**src/rtl/cpu_pkg.sv**
```systemverilog
// rtl/cpu_pkg.sv - shared CPU widths, ALU op encodings and helpers
package cpu_pkg;

  localparam int DATA_W   = 32;
  localparam int ADDR_W   = 5;
  localparam int NUM_REGS = 1 << ADDR_W;
  localparam int IMM_W    = 16;
  localparam int ALU_OP_W = 3;

  localparam logic [ADDR_W-1:0] ZERO_REG = '0;

  typedef enum logic [ALU_OP_W-1:0] {
    ALU_ADD = 3'd0,
    ALU_SUB = 3'd1,
    ALU_AND = 3'd2,
    ALU_OR  = 3'd3,
    ALU_XOR = 3'd4,
    ALU_SLT = 3'd5,
    ALU_SLL = 3'd6,
    ALU_SRL = 3'd7
  } alu_op_e;

  function automatic logic [DATA_W-1:0] sign_extend_imm(input logic [IMM_W-1:0] imm);
    return {{(DATA_W-IMM_W){imm[IMM_W-1]}}, imm};
  endfunction

endpackage

```
**src/rtl/s2_operand_fetch_if.sv**
```systemverilog
// rtl/s2_operand_fetch_if.sv - S1 decode fields, write-back port and S2/S3 boundary bundle
interface s2_operand_fetch_if
  import cpu_pkg::*;
  ();

  logic [ADDR_W-1:0]   s1_read_select1;
  logic [ADDR_W-1:0]   s1_read_select2;
  logic [ADDR_W-1:0]   s1_write_select;
  logic                s1_write_enable;
  logic [IMM_W-1:0]    s1_imm;
  logic                s1_data_src;
  logic [ALU_OP_W-1:0] s1_alu_op;
  logic                stall;

  logic [ADDR_W-1:0]   wb_write_select;
  logic                wb_write_enable;
  logic [DATA_W-1:0]   wb_write_data;

  logic [DATA_W-1:0]   s2_operand_a;
  logic [DATA_W-1:0]   s2_operand_b;
  logic [ADDR_W-1:0]   s2_write_select;
  logic                s2_write_enable;
  logic [ALU_OP_W-1:0] s2_alu_op;
  logic                s2_valid;

  modport master (
    output s1_read_select1, s1_read_select2, s1_write_select, s1_write_enable,
    output s1_imm, s1_data_src, s1_alu_op, stall,
    output wb_write_select, wb_write_enable, wb_write_data,
    input  s2_operand_a, s2_operand_b, s2_write_select, s2_write_enable,
    input  s2_alu_op, s2_valid
  );

  modport slave (
    input  s1_read_select1, s1_read_select2, s1_write_select, s1_write_enable,
    input  s1_imm, s1_data_src, s1_alu_op, stall,
    input  wb_write_select, wb_write_enable, wb_write_data,
    output s2_operand_a, s2_operand_b, s2_write_select, s2_write_enable,
    output s2_alu_op, s2_valid
  );

endinterface

```
**src/rtl/regfile_2r1w.sv**
```systemverilog
// rtl/regfile_2r1w.sv - architectural register file, 2 async reads, 1 sync write, r0 hardwired
module regfile_2r1w
  import cpu_pkg::*;
(
  input  logic              clk,
  input  logic              rst,
  input  logic [ADDR_W-1:0] rd_sel_a,
  input  logic [ADDR_W-1:0] rd_sel_b,
  output logic [DATA_W-1:0] rd_data_a,
  output logic [DATA_W-1:0] rd_data_b,
  input  logic [ADDR_W-1:0] wr_sel,
  input  logic              wr_en,
  input  logic [DATA_W-1:0] wr_data
);

  logic [DATA_W-1:0] regs [NUM_REGS];
  logic              wr_live;

  assign wr_live = wr_en && (wr_sel != ZERO_REG);

  always_ff @(posedge clk) begin
    if (rst) begin
      for (int i = 0; i < NUM_REGS; i++) regs[i] <= '0;
    end else if (wr_live) begin
      regs[wr_sel] <= wr_data;
    end
  end

  // A write landing this edge is forwarded so the reader sees it without a cycle of delay.
  always_comb begin
    rd_data_a = '0;
    rd_data_b = '0;
    if (rd_sel_a != ZERO_REG) rd_data_a = (wr_live && wr_sel == rd_sel_a) ? wr_data : regs[rd_sel_a];
    if (rd_sel_b != ZERO_REG) rd_data_b = (wr_live && wr_sel == rd_sel_b) ? wr_data : regs[rd_sel_b];
  end

endmodule

```
**src/rtl/s2_operand_fetch.sv**
```systemverilog
// rtl/s2_operand_fetch.sv - operand fetch stage: regfile read, imm mux, S2/S3 pipeline registers
module s2_operand_fetch
  import cpu_pkg::*;
(
  input  logic               clk,
  input  logic               rst,
  s2_operand_fetch_if.slave  bus
);

  logic [DATA_W-1:0] reg_a;
  logic [DATA_W-1:0] reg_b;
  logic [DATA_W-1:0] operand_b_next;

  regfile_2r1w u_regfile (
    .clk       (clk),
    .rst       (rst),
    .rd_sel_a  (bus.s1_read_select1),
    .rd_sel_b  (bus.s1_read_select2),
    .rd_data_a (reg_a),
    .rd_data_b (reg_b),
    .wr_sel    (bus.wb_write_select),
    .wr_en     (bus.wb_write_enable),
    .wr_data   (bus.wb_write_data)
  );

  assign operand_b_next = bus.s1_data_src ? sign_extend_imm(bus.s1_imm) : reg_b;

  // Stall freezes the whole boundary, valid included; the regfile keeps taking write-back.
  always_ff @(posedge clk) begin
    if (rst) begin
      bus.s2_operand_a    <= '0;
      bus.s2_operand_b    <= '0;
      bus.s2_write_select <= '0;
      bus.s2_write_enable <= 1'b0;
      bus.s2_alu_op       <= '0;
      bus.s2_valid        <= 1'b0;
    end else if (!bus.stall) begin
      bus.s2_operand_a    <= reg_a;
      bus.s2_operand_b    <= operand_b_next;
      bus.s2_write_select <= bus.s1_write_select;
      bus.s2_write_enable <= bus.s1_write_enable;
      bus.s2_alu_op       <= bus.s1_alu_op;
      bus.s2_valid        <= 1'b1;
    end
  end

endmodule
```
**src/flat_wrapper.sv**
```systemverilog
// flat-port wrapper written by rule: the top's interface ports become plain ports
module s2_operand_fetch_flat import cpu_pkg::*;
  (clk, rst, bus_s1_read_select1, bus_s1_read_select2, bus_s1_write_select, bus_s1_write_enable, bus_s1_imm, bus_s1_data_src, bus_s1_alu_op, bus_stall, bus_wb_write_select, bus_wb_write_enable, bus_wb_write_data, bus_s2_operand_a, bus_s2_operand_b, bus_s2_write_select, bus_s2_write_enable, bus_s2_alu_op, bus_s2_valid);
  s2_operand_fetch_if bus_i ();
  input  logic clk;
  input  logic rst;
  input wire logic [$bits(bus_i.s1_read_select1)-1:0] bus_s1_read_select1;
  input wire logic [$bits(bus_i.s1_read_select2)-1:0] bus_s1_read_select2;
  input wire logic [$bits(bus_i.s1_write_select)-1:0] bus_s1_write_select;
  input wire logic [$bits(bus_i.s1_write_enable)-1:0] bus_s1_write_enable;
  input wire logic [$bits(bus_i.s1_imm)-1:0] bus_s1_imm;
  input wire logic [$bits(bus_i.s1_data_src)-1:0] bus_s1_data_src;
  input wire logic [$bits(bus_i.s1_alu_op)-1:0] bus_s1_alu_op;
  input wire logic [$bits(bus_i.stall)-1:0] bus_stall;
  input wire logic [$bits(bus_i.wb_write_select)-1:0] bus_wb_write_select;
  input wire logic [$bits(bus_i.wb_write_enable)-1:0] bus_wb_write_enable;
  input wire logic [$bits(bus_i.wb_write_data)-1:0] bus_wb_write_data;
  output wire logic [$bits(bus_i.s2_operand_a)-1:0] bus_s2_operand_a;
  output wire logic [$bits(bus_i.s2_operand_b)-1:0] bus_s2_operand_b;
  output wire logic [$bits(bus_i.s2_write_select)-1:0] bus_s2_write_select;
  output wire logic [$bits(bus_i.s2_write_enable)-1:0] bus_s2_write_enable;
  output wire logic [$bits(bus_i.s2_alu_op)-1:0] bus_s2_alu_op;
  output wire logic [$bits(bus_i.s2_valid)-1:0] bus_s2_valid;
  assign bus_i.s1_read_select1 = bus_s1_read_select1;
  assign bus_i.s1_read_select2 = bus_s1_read_select2;
  assign bus_i.s1_write_select = bus_s1_write_select;
  assign bus_i.s1_write_enable = bus_s1_write_enable;
  assign bus_i.s1_imm = bus_s1_imm;
  assign bus_i.s1_data_src = bus_s1_data_src;
  assign bus_i.s1_alu_op = bus_s1_alu_op;
  assign bus_i.stall = bus_stall;
  assign bus_i.wb_write_select = bus_wb_write_select;
  assign bus_i.wb_write_enable = bus_wb_write_enable;
  assign bus_i.wb_write_data = bus_wb_write_data;
  assign bus_s2_operand_a = bus_i.s2_operand_a;
  assign bus_s2_operand_b = bus_i.s2_operand_b;
  assign bus_s2_write_select = bus_i.s2_write_select;
  assign bus_s2_write_enable = bus_i.s2_write_enable;
  assign bus_s2_alu_op = bus_i.s2_alu_op;
  assign bus_s2_valid = bus_i.s2_valid;
  s2_operand_fetch u_core (.clk(clk), .rst(rst), .bus(bus_i));
endmodule
```
**config.mk**
```make
export PLATFORM = sky130hd
export DESIGN_NAME = s2_operand_fetch_flat
export DESIGN_NICKNAME = d
export VERILOG_FILES = /design/src/rtl/cpu_pkg.sv /design/src/rtl/s2_operand_fetch_if.sv /design/src/rtl/regfile_2r1w.sv /design/src/rtl/s2_operand_fetch.sv /design/src/flat_wrapper.sv
export SDC_FILE = /design/constraint.sdc
export NUM_CORES = 2
export LEC_CHECK = 0
export BUFFER_PORTS_ARGS = -buffer_cell sky130_fd_sc_hd__buf_4
export CORE_MARGIN = 2
export CORE_UTILIZATION = 55
export CTS_BUF_LIST = sky130_fd_sc_hd__clkbuf_4
export DETAILED_ROUTE_END_ITERATION = 8
export PLACE_DENSITY = 0.8
export SLEW_MARGIN = 0
export SYNTH_ARGS = -nofsm -noshare
export SYNTH_HDL_FRONTEND = slang
export SYNTH_SLANG_ARGS = --single-unit
export TNS_END_PERCENT = 5
```
**constraint.sdc**
```tcl
create_clock -name clk -period 8.2 [get_ports clk]
set_clock_uncertainty 0.05 [all_clocks]
set_input_delay 1.64 -clock clk [delete_from_list [all_inputs] [get_ports clk]]
set_output_delay 1.64 -clock clk [all_outputs]
set_load 0.03 [all_outputs]
```
=== After elaboration in Yosys (flattened, before gate mapping) ===
Memory sizes are Yosys's and may differ from the RTL's.
Index checks and enable logic that the tools add are counted.
Widths: inputs -> output; s select.

* Register bits after elaboration: 74
* Latch bits: 0
* RAM bits: 1024
* ROM bits: 0
* Input port bits: 77
* Output and inout bits: 74
* Memories: 1

* Add/subtract/negate cells: 0
* Multipliers: 0
* Divide/modulo/power cells: 0
* $lt $le $gt $ge: 0
* Equal/unequal tests: 2
* Shift-type cells: 0
* Muxes and demuxes: 13
* Bitwise gates (word level): 0
* Reduce and logical (&&, ||, !) cells: 7

{| class="wikitable"
|+ Memories
! name !! words !! bits a word !! rd ports !! clocked after memory_dff !! wr ports !! line !! RTL
|-
| u_core.u_regfile.regs || 32 || 32 || 2 || 0 || 32 || regfile_2r1w.sv:16 || <nowiki>logic [DATA_W-1:0] regs [NUM_REGS];</nowiki>
|}

{| class="wikitable"
|+ Operators with widths
! kind !! count
|-
| $mux 32 || 6
|-
| $reduce_or 32->1 || 1
|-
| $reduce_bool 5->1 || 3
|-
| $eq 5x5->1 || 2
|-
| $mux 1 || 6
|-
| $mux 5 || 1
|-
| $logic_and 1x1->1 || 3
|}

=== Logic depth before layout (Yosys ltp) ===
* Word-level depth: 7
* Mapped depth: 9
* Mapped depth without buffers: 5

=== Cells and area by module ===
From an unflattened synthesis, not the netlist that was laid out.

* Cell total of the unflattened synthesis: 4198
* Area, all modules: 58765.1 sq um

{| class="wikitable"
|+ Modules (own cells, without submodules)
! module !! instances !! cells each !! area an instance (sq um) !! seq. area each (sq um)
|-
| regfile_2r1w || 1 || 3918 || 55723.4 || 30749.5
|-
| s2_operand_fetch || 1 || 280 || 3041.7 || 1481.4
|}

=== Worst setup path before layout ===
No wires, ideal clock.

* Kind: in2reg
* From: input port bus_wb_write_select[2]
* To: memory u_core.u_regfile.regs[16][0], enable pin
* Library setup time: 0.428 ns
* Data arrival time: 4.415 ns
* Required time: 7.722 ns
* Slack: 3.306 ns
* Stages: 7
* Buffers on the path: 4
* Cell sequence: buf_2 -> or3_1 -> or4bb_1 -> buf_2 -> clkbuf_1 -> clkbuf_1 -> o21bai_1

{| class="wikitable"
|+ RTL lines
! what !! line !! RTL
|-
| start, declared || flat_wrapper.sv:15 || <nowiki>input wire logic [$bits(bus_i.wb_write_select)-1:0] bus_wb_write_select;</nowiki>
|-
| end, declared || regfile_2r1w.sv:16 ||
|}

==> out/qor.json <==
{
  "run_status": "completed",
  "whs_path_depth": 2,
  "setup.worst_path.end_class": "register",
  "cts_tree": "built",
  "io_buffers": 150,
  "maximum_number_of_pins_on_one_net_before_global_route_repair": 169,
  "fp.dieArea_um2": 106000,
  "critical_path_required_ps": 8920,
  "ratio_of_final_minimum_period_to_clock_period": 0.561,
  "setup.worst_path.start_class": "input port",
  "worst_path_fanout_max": 67,
  "min_from": "u_core.bus.s2_valid",
  "synth_top_flop_cell": "edfxtp_1",
  "fin_setup_tns_ps": 0,
  "drtPass1Iterations": 9,
  "worst_skew_pair.late_latency_ps": 1190,
  "drt_iter0_markers": 6966,
  "p_int_mw": 9.64,
  "critical_path_arrival_ps": 5320,
  "synthesis_stage_register_bit_count": 1098,
  "design.final.nets": 4061,
  "n_fill_cell": 7477,
  "postSynthAreaPerCell_um2": 14.4,
  "finalMaxSlewViolations": 0,
  "hold_class": "reg2reg",
  "worst_hold_path.endpoint": "u_core.bus.s2_valid",
  "core-area_um2": 103000,
  "synth_unique_cells": 47,
  "synthToLayoutAreaGrowth_pct": 9.78,
  "cts_max_level": 5,
  "peakVddDrop_mv": 0.121,
  "boundaryPins": 151,
  "power.sequential.fraction": 0.503,
  "total_leakage_power_nw": 19.8,
  "first_global_vias": 41800,
  "synthesis.instances": 3960,
  "synth_top_cell_by_area": "edfxtp_1",
  "synth_enable_flop_cells": 1024,
  "max_slew_margin": 0.0271,
  "cts_made_buffers": 289,
  "r2r_path_end": "u_core.bus.s2_operand_b[4]",
  "wirelength_mm": 182,
  "ys_seq_area_frac": 0.566,
  "switching_share": 0.268,
  "clk_pin_slew_ps": 60,
  "cts_num_sinks": 1098,
  "switching_pwr_mw": 3.53,
  "placed_cells": 5073,
  "hold_buf_cts": 0,
  "timing.rr.start": "u_core.u_regfile.regs[21][4]",
  "total_power_divided_by_cell_area_nw_per_um2": 211,
  "area_taken_by_multi_input_logic_gates_um2": 22800,
  "path_class": "in2reg",
  "post_cts_setup_buffers": 0,
  "layout-drive-gt1-share": 0.322,
  "post_cts.resized_instances": 0,
  "synth_warnings": 0,
  "period_minus_slack_ps": 4600,
  "grt.overflow.total": 0,
  "dp_hpwl_mm": 101,
  "floorplan.die.height_um": 326,
  "async_flop_share": 0,
  "drcViolationCount": 0,
  "vias_cell": 7.40,
  "grt_antenna_before_repair": 7,
  "num_rows": 118,
  "synth.cell_area_um2": 56900,
  "timing.final.hold_violations": 0,
  "post_drt_wl_per_cell_um": 32.6,
  "floorplan.initialDensity": 0.552,
  "rsz0062_at_grt": "no",
  "combPwrFrac": 0.132,
  "final-setup-viol-count": 0,
  "reg2reg_setup_slack_ps": 6090,
  "gpl.final_weighted_congestion": 0.844,
  "global_route.usage.total": 0.340,
  "timing.fmax_mhz": 217,
  "clockRootBuffer": "clkbuf_4",
  "synth_top_cells_by_area": "edfxtp_1 54%, mux4_2 20%, nor3_1 8.7%",
  "grt_pass1_wl_mm": 266,
  "max_capacitance_violation_count": 0,
  "die_w_um": 326,
  "power_frac_clock": 0.365,
  "detail-route-antenna-nets": 0,
  "layout.cells.non_filler": 5568,
  "synthDominantCellAreaShare": 0.540,
  "timing.reg2reg.worst_path_depth": 4,
  "cts_max_path_buffers": 4,
  "via_count_of_the_routed_design": 41200,
  "area.sequential_um2": 32200,
  "timing_worst_slew_pin_value_ps": 1460
}
[per-stage QoR]
step / setup slack, ps / util / instance area [um2] / hold WS (ps) / power [mW]
after CTS: 3800 / 0.606 / 62500 / 402 / 13.1
after global placement: 2650 / 0.572 / 58900 / 388 / 8.37
after global routing: 3600 / 0.606 / 62500 / 431 / 13.5
after detailed placement: 2590 / 0.572 / 58900 / 393 / 8.42
after floorplan: 3310 / - / 57000 / 521 / 7.82
final: 3600 / 0.606 / 62500 / 404 / 13.2
[layout by cell type (no fill, tap or decap), types with 18 or more instances in the layout]
cell type and count:
a221oi_2 29, clkbuf_4 430, a221oi_1 20, dfxtp_1 74, o211ai_1 81, a21oi_1 18
clkinv_1 41, mux2_2 79, nor3_1 995, o2111ai_1 32, mux4_2 496, edfxtp_1 1024
o21bai_4 31, a22oi_1 66, inv_1 52, nor2b_1 18, nand2_1 161, mux2i_1 120
buf_4 236, conb_1 32
[cell type report]
cell class	count	share of cell area
Sequential cell	1098	0.516
Multi-Input combinational cell	2297	0.365
Clock buffer	430	0.0517
Timing Repair Buffer	246	0.0311
Tap cell	1380	0.0276
Clock inverter	60	0.00545
Inverter	52	0.00312
Antenna cell	5	0.000200
[layer usage]
| layer | GRT usage | share of wire | vias up | wire [um] |
|---|---|---|---|---|
| met3 | 0.128 | 0.17 | 774 | 31200 |
| met1 | 0.430 | 0.32 | 20100 | 57500 |
| met4 | 0.191 | 0.062 | 8 | 11200 |
| li1 | - | - | 16200 | - |
| met2 | 0.509 | 0.45 | 4034 | 81800 |
| met5 | 0 | 0.00026 | - | 48 |
[worst max-delay path: stages]
cell and delay, ps:
buf_4 220, or3_4 760, or4bb_4 950, buf_4 420, o21bai_4 690, buf_4 510
[registers in the layout (all words and copies together) (netlist names)]
name                        flops
u_core.bus.s2_write_enable      1
u_core.bus.s2_operand_a        32
u_core.bus.s2_valid             1
u_core.bus.s2_alu_op            3
u_core.u_regfile.regs        1024
u_core.bus.s2_write_select      5
u_core.bus.s2_operand_b        32
[logic make-up after synthesis]
kind of cell           after synthesis  synth area share
multiplexers                       695             0.233
buffers and inverters              596            0.0432
other                                1         0.0000659
AO/OA/AOI/OAI                      348            0.0521
flip-flops                        1098             0.566
AND/OR/NAND/NOR                   1212             0.104
XOR/XNOR                            10           0.00154
[Yosys cell counts, drive strengths merged, types with 2 or more instances]
library cell,number
a311oi,15
a22oi,66
xnor2,2
a32oi,16
a31oi,2
nor2,15
nor3,995
inv,52
edfxtp,1024
mux2,79
dfxtp,74
mux4,496
o211ai,81
and2,2
a221oi,49
nand2,162
clkbuf,406
nand3b,5
nand3,2
and3,2
a221o,16
a21oi,19
buf,138
or3b,2
a211o,16
o2111ai,32
xor2,8
o21bai,31
nor2b,22
mux2i,120
[worst max path at each step]
stage	depth (start not counted)	to	startpoint
3_5_place_dp	6	u_core.u_regfile.regs[4][7]	bus_wb_write_select[3]
4_1_cts	6	u_core.u_regfile.regs[4][28]	bus_wb_write_select[3]
2_1_floorplan	7	u_core.u_regfile.regs[16][0]	bus_wb_write_select[2]
5_1_grt	6	u_core.u_regfile.regs[4][28]	bus_wb_write_select[3]
6_report	6	u_core.u_regfile.regs[4][28]	bus_wb_write_select[3]
3_3_place_gp	6	u_core.u_regfile.regs[4][12]	bus_wb_write_select[3]
[power groups by stage]
stage / clock [mW] / sequential (mW) / combinational [mW]
floorplan: 0 / 6.72 / 1.09
detailed placement: 0 / 6.73 / 1.69
global route: 5.07 / 6.64 / 1.79
CTS: 4.79 / 6.61 / 1.70
finish: 4.80 / 6.62 / 1.74
global placement: 0 / 6.70 / 1.67
(Power assumes the default switching activity.)
